==> src/rtl/pla_vector_sweeper.sv <==
// Exhaustive 8-input stimulus driver and MISR/ones-count response compactor for single-output cones.
// Optional truth-table capture with read port is enabled by defining PLA_SWEEP_TT_CAPTURE_EN.
`timescale 1ns/1ps

module pla_vector_sweeper #(
  parameter int          SETTLE_CYCLES = 2,
  parameter logic [15:0] MISR_POLY     = 16'h1021,
  parameter logic [15:0] MISR_SEED     = 16'h0000,
  parameter logic [15:0] EXPECTED_SIG  = 16'h0000,
  parameter logic [8:0]  EXPECTED_ONES = 9'd0
) (
  input  logic        clk,
  input  logic        rst_n,
  input  logic        start,
  input  logic        abort,
  output logic [7:0]  vec,
  input  logic        dut_y,
  output logic        busy,
  output logic        done,
  output logic        pass,
  output logic [15:0] sig,
  output logic [8:0]  ones_cnt
`ifdef PLA_SWEEP_TT_CAPTURE_EN
  ,
  input  logic [7:0]  tt_addr,
  output logic        tt_bit
`endif
);

  // state  | meaning
  // IDLE   | waiting for start
  // DRIVE  | vec applied to the cone, settle counter running
  // SAMPLE | dut_y folded into sig / ones_cnt, advance vec
  // DONE   | sweep complete, results frozen, pass valid
  typedef enum logic [1:0] {
    IDLE   = 2'd0,
    DRIVE  = 2'd1,
    SAMPLE = 2'd2,
    DONE   = 2'd3
  } state_t;

  localparam logic [3:0] SETTLE_LAST = 4'(SETTLE_CYCLES - 1);

  state_t      state;
  state_t      state_next;
  logic [3:0]  settle_cnt;
  logic        settle_last;
  logic        last_vec;
  logic        run_start;
  logic        sample_en;
  logic [15:0] sig_next;

  assign settle_last = (settle_cnt == SETTLE_LAST);
  assign last_vec    = (vec == 8'hFF);
  assign sig_next    = {sig[14:0], 1'b0} ^ (sig[15] ? MISR_POLY : 16'h0000) ^ {15'b0, dut_y};

  always_ff @(posedge clk or negedge rst_n) begin
    if (!rst_n) begin
      state <= IDLE;
    end else begin
      state <= state_next;
    end
  end

  always_comb begin
    state_next = state;
    run_start  = 1'b0;
    sample_en  = 1'b0;
    busy       = 1'b0;
    done       = 1'b0;
    if (abort) begin
      state_next = IDLE;
    end else begin
      case (state)
        IDLE: begin
          if (start) begin
            run_start  = 1'b1;
            state_next = DRIVE;
          end
        end
        DRIVE: begin
          if (settle_last) begin
            state_next = SAMPLE;
          end
        end
        SAMPLE: begin
          sample_en  = 1'b1;
          state_next = last_vec ? DONE : DRIVE;
        end
        DONE: begin
          if (start) begin
            run_start  = 1'b1;
            state_next = DRIVE;
          end
        end
        default: state_next = IDLE;
      endcase
    end
    busy = (state == DRIVE) || (state == SAMPLE);
    done = (state == DONE);
  end

  assign pass = done && (sig == EXPECTED_SIG) && (ones_cnt == EXPECTED_ONES);

  // Abort keeps the partial sig/ones_cnt visible for debug; only a new run clears them.
  always_ff @(posedge clk or negedge rst_n) begin
    if (!rst_n) begin
      vec        <= 8'h00;
      sig        <= MISR_SEED;
      ones_cnt   <= 9'd0;
      settle_cnt <= 4'd0;
    end else if (abort) begin
      vec        <= 8'h00;
      settle_cnt <= 4'd0;
    end else if (run_start) begin
      vec        <= 8'h00;
      sig        <= MISR_SEED;
      ones_cnt   <= 9'd0;
      settle_cnt <= 4'd0;
    end else if (state == DRIVE) begin
      settle_cnt <= settle_cnt + 4'd1;
    end else if (sample_en) begin
      sig        <= sig_next;
      ones_cnt   <= ones_cnt + {8'b0, dut_y};
      settle_cnt <= 4'd0;
      if (!last_vec) begin
        vec <= vec + 8'd1;
      end
    end
  end

`ifdef PLA_SWEEP_TT_CAPTURE_EN
  logic [255:0] tt;

  always_ff @(posedge clk or negedge rst_n) begin
    if (!rst_n) begin
      tt <= '0;
    end else if (run_start) begin
      tt <= '0;
    end else if (sample_en) begin
      tt[vec] <= dut_y;
    end
  end

  assign tt_bit = tt[tt_addr];
`endif

endmodule

==> config.mk <==
export PLATFORM = sky130hd
export DESIGN_NAME = pla_vector_sweeper
export DESIGN_NICKNAME = d
export VERILOG_FILES = /design/src/rtl/pla_vector_sweeper.sv
export SDC_FILE = /design/constraint.sdc
export NUM_CORES = 1
export LEC_CHECK = 0
export BUFFER_PORTS_ARGS = -buffer_cell sky130_fd_sc_hd__buf_2
export CAP_MARGIN = 20
export CORE_MARGIN = 4
export CORE_UTILIZATION = 55
export DETAILED_ROUTE_END_ITERATION = 12
export PLACE_DENSITY = 0.89
export REMOVE_ABC_BUFFERS = 1
export SYNTH_ARGS = -nofsm -noshare
export SYNTH_HDL_FRONTEND = slang
export SYNTH_SLANG_ARGS = --single-unit
==> constraint.sdc <==
create_clock -name clk -period 3.2 [get_ports clk]
set_input_delay 0.32 -clock clk [delete_from_list [all_inputs] [get_ports clk]]
set_output_delay 0.32 -clock clk [all_outputs]
set_load 0.03 [all_outputs]
==> results.toml <==
[outcome]
status = "finished, final reports clean"

[clock_network]
cts-resized-gates = 0
ctsHoldBuffers = 0
cts_tree = "built"
cts_buffers = 5
htreeDepth = 2
clockBufferDepth = 2
clk_pin_slew_ps = 110
cts.sinks = 39
clock-root-buffer = "clkbuf_4"
post_cts_buffers = 0
clk_latency_ps = 340

[setup_path]
r2r-end = "vec[6]"
cp_max_fo = 19
start_kind = "register"
crit_path_start = "state[0]"
ff2ff_setup_slack_ps = 710
required_ps = 3460
crit_end = "vec[6]"
r2r_start = "state[0]"
crit_type = "register to register"
end_kind = "register"
ff2ff_path_depth = 5
crit_arrival_ps = 2750

[detailed_routing]
wl_per_cell_microns = 14.0
drt-initial-drc-count = 91
wirelength_microns = 4170
vias = 1646
viasPerCell = 5.54
drt_pass1_iterations = 4
drtAntennaViolNets = 0
drc_errors = 0

[yosys]
ys_warn_count = 0
synth_top_area_share_pct = 49.2
synth.distinct_cells = 34
async_flop_share_pct = 100
synth_area_per_cell_sq_um = 9.44
synth_common_cells = "dfrtp_1 (39), nand2_1 (36), nor2_1 (26), a21oi_1 (18), ha_1 (9)"
synth_flop_cell = "dfrtp_1"
synth_area_leader_cell = "dfrtp_1"
synth.cell_area_sq_um = 1980
syn_inst = 210
synth.area.top_cells = "dfrtp_1 (49%), nand2_1 (6.8%), ha_1 (5.7%)"
synth-edff-count = 0
ys_ff_latch = 39
ys_seq_area_share_pct = 49.2
synth.most_common_cell = "dfrtp_1"

[place]
dpl.hpwl_microns = 3020
place_area_sq_um = 2210
port_buffers = 40
dp_slack_ps = 722
place_congestion = 0.936
placedCellCount = 289

[sta]
skew_ps = 9.17
fin_ws_ps = 707
tns_ps = 0
max_freq_mhz = 401
slew_violations = 0
rsz0062_at_grt = "false"
finalCriticalPeriod_ps = 2490
finalCritPeriodShare_pct = 77.9
hold_viol_final = 0
finalSetupViolCount = 0
worst_pin_slew_ps = 848
relSlewSlack_pct = 43.5

[layout]
area_growth_pct = 15.8
final_cell_area_sq_um = 2290
drive_above_1_share_pct = 21.5
layoutNonFillerInstCount = 297
layout.nets = 264
antenna_cells = 0

[flow_run]
drv_cap = 0

[global_route]
antenna_found_initial = 0
grt_pass1_vias = 1560
track_usage_pct = 20.6
grt_remaining_overflow = 0
grt_pass1_wl_microns = 7200
grt_max_degree = 40

[floorplan]
ios = 41
placementRows = 21
dieArea_sq_um = 4630
die_h_microns = 68.0
die_w_microns = 68.0
core_sq_um = 3420
initial_core_util_pct = 58.0

[power_and_ir_drop]
ir_worst_vdd_v = 0.000417
power_density_nw_per_um2 = 637
p_leak_nw = 1.13

[hold_path]
hold_class = "input port to async pin"
[worst min-delay path by stage]
stage / endpoint / slack, ps
floorplan: ones_cnt[0] / 20
global placement: vec[7] / 470
detailed placement: vec[7] / 480
CTS: sig[15] / 90
global route: sig[15] / 120
finish: vec[2] / 80
[metal layers]
layer / vias up / global-route usage [%] / routed length, microns
met3: 6 / 4.11 / 160
li1: 812 / - / -
met5: - / 0 / 0
met4: 0 / 8.93 / 68
met1: 790 / 26.7 / 1850
met2: 38 / 33.2 / 2080
[cell type report]
cell class / count / area, sq um
Inverter: 6 / 22.5
Sequential cell: 39 / 976
Clock inverter: 2 / 35.0
Timing Repair Buffer: 43 / 223
Fill cell: 272 / 1120
Tap cell: 46 / 57.6
Multi-Input combinational cell: 155 / 930
Clock buffer: 6 / 51.3
[placed cells by master, fill, tap and decap left out, types with 5 or more instances in the layout]
cell type | Yosys | routed
nand2_1 | 36 | 36
inv_1 | 6 | 6
o21ai_0 | 5 | 5
xor2_1 | 7 | 7
nand4_1 | 6 | 6
clkbuf_4 | 0 | 5
nor2_1 | 26 | 26
ha_1 | 9 | 9
xnor2_1 | 8 | 8
a211oi_1 | 5 | 5
buf_2 | 1 | 40
dfrtp_1 | 39 | 39
nor4_1 | 5 | 5
a21oi_1 | 18 | 18
[kinds of logic (layout without fill, tap and decap cells)]
family                   count (synthesis)  count (layout)  share of synthesized area, %
XOR/XNOR                                15              15                          6.63
buffers and inverters                   16              57                          3.85
adder cells (fa/ha/maj)                  9               9                          5.68
multiplexers                             2               2                          1.01
AND/OR/NAND/NOR                         92              92                          22.2
flip-flops                              39              39                          49.2
AO/OA/AOI/OAI                           37              37                          11.4
[per-stage QoR]
stage	hold WS, ps	total power, mW	util [%]
after CTS	92.2	1.47	67.2
after global placement	471	1.11	64.7
after detailed placement	476	1.13	64.7
after floorplan	24.4	0.970	-
final	75.4	1.46	67.2
after global routing	123	1.56	67.2
[report_power, final]
part | leakage (nW) | switching, mW | internal [mW]
logic | 0.542 | 0.341 | 0.166
registers | 0.539 | 0.0623 | 0.546
clock network | 0.0482 | 0.161 | 0.185
total | 1.13 | 0.565 | 0.897
[state kept, by name, summed over array words and instances, names as in the netlist]
signal,flops
settle_cnt,4
sig,16
ones_cnt,9
vec,8
state,2
[critical path: stages (launching register included)]
cell and delay, ps:
dfrtp_1 450, ha_1 310, or3b_1 670, or3b_4 510
or3_1 310, a21oi_1 160
No activity file was read; power rests on OpenSTA's default activity.
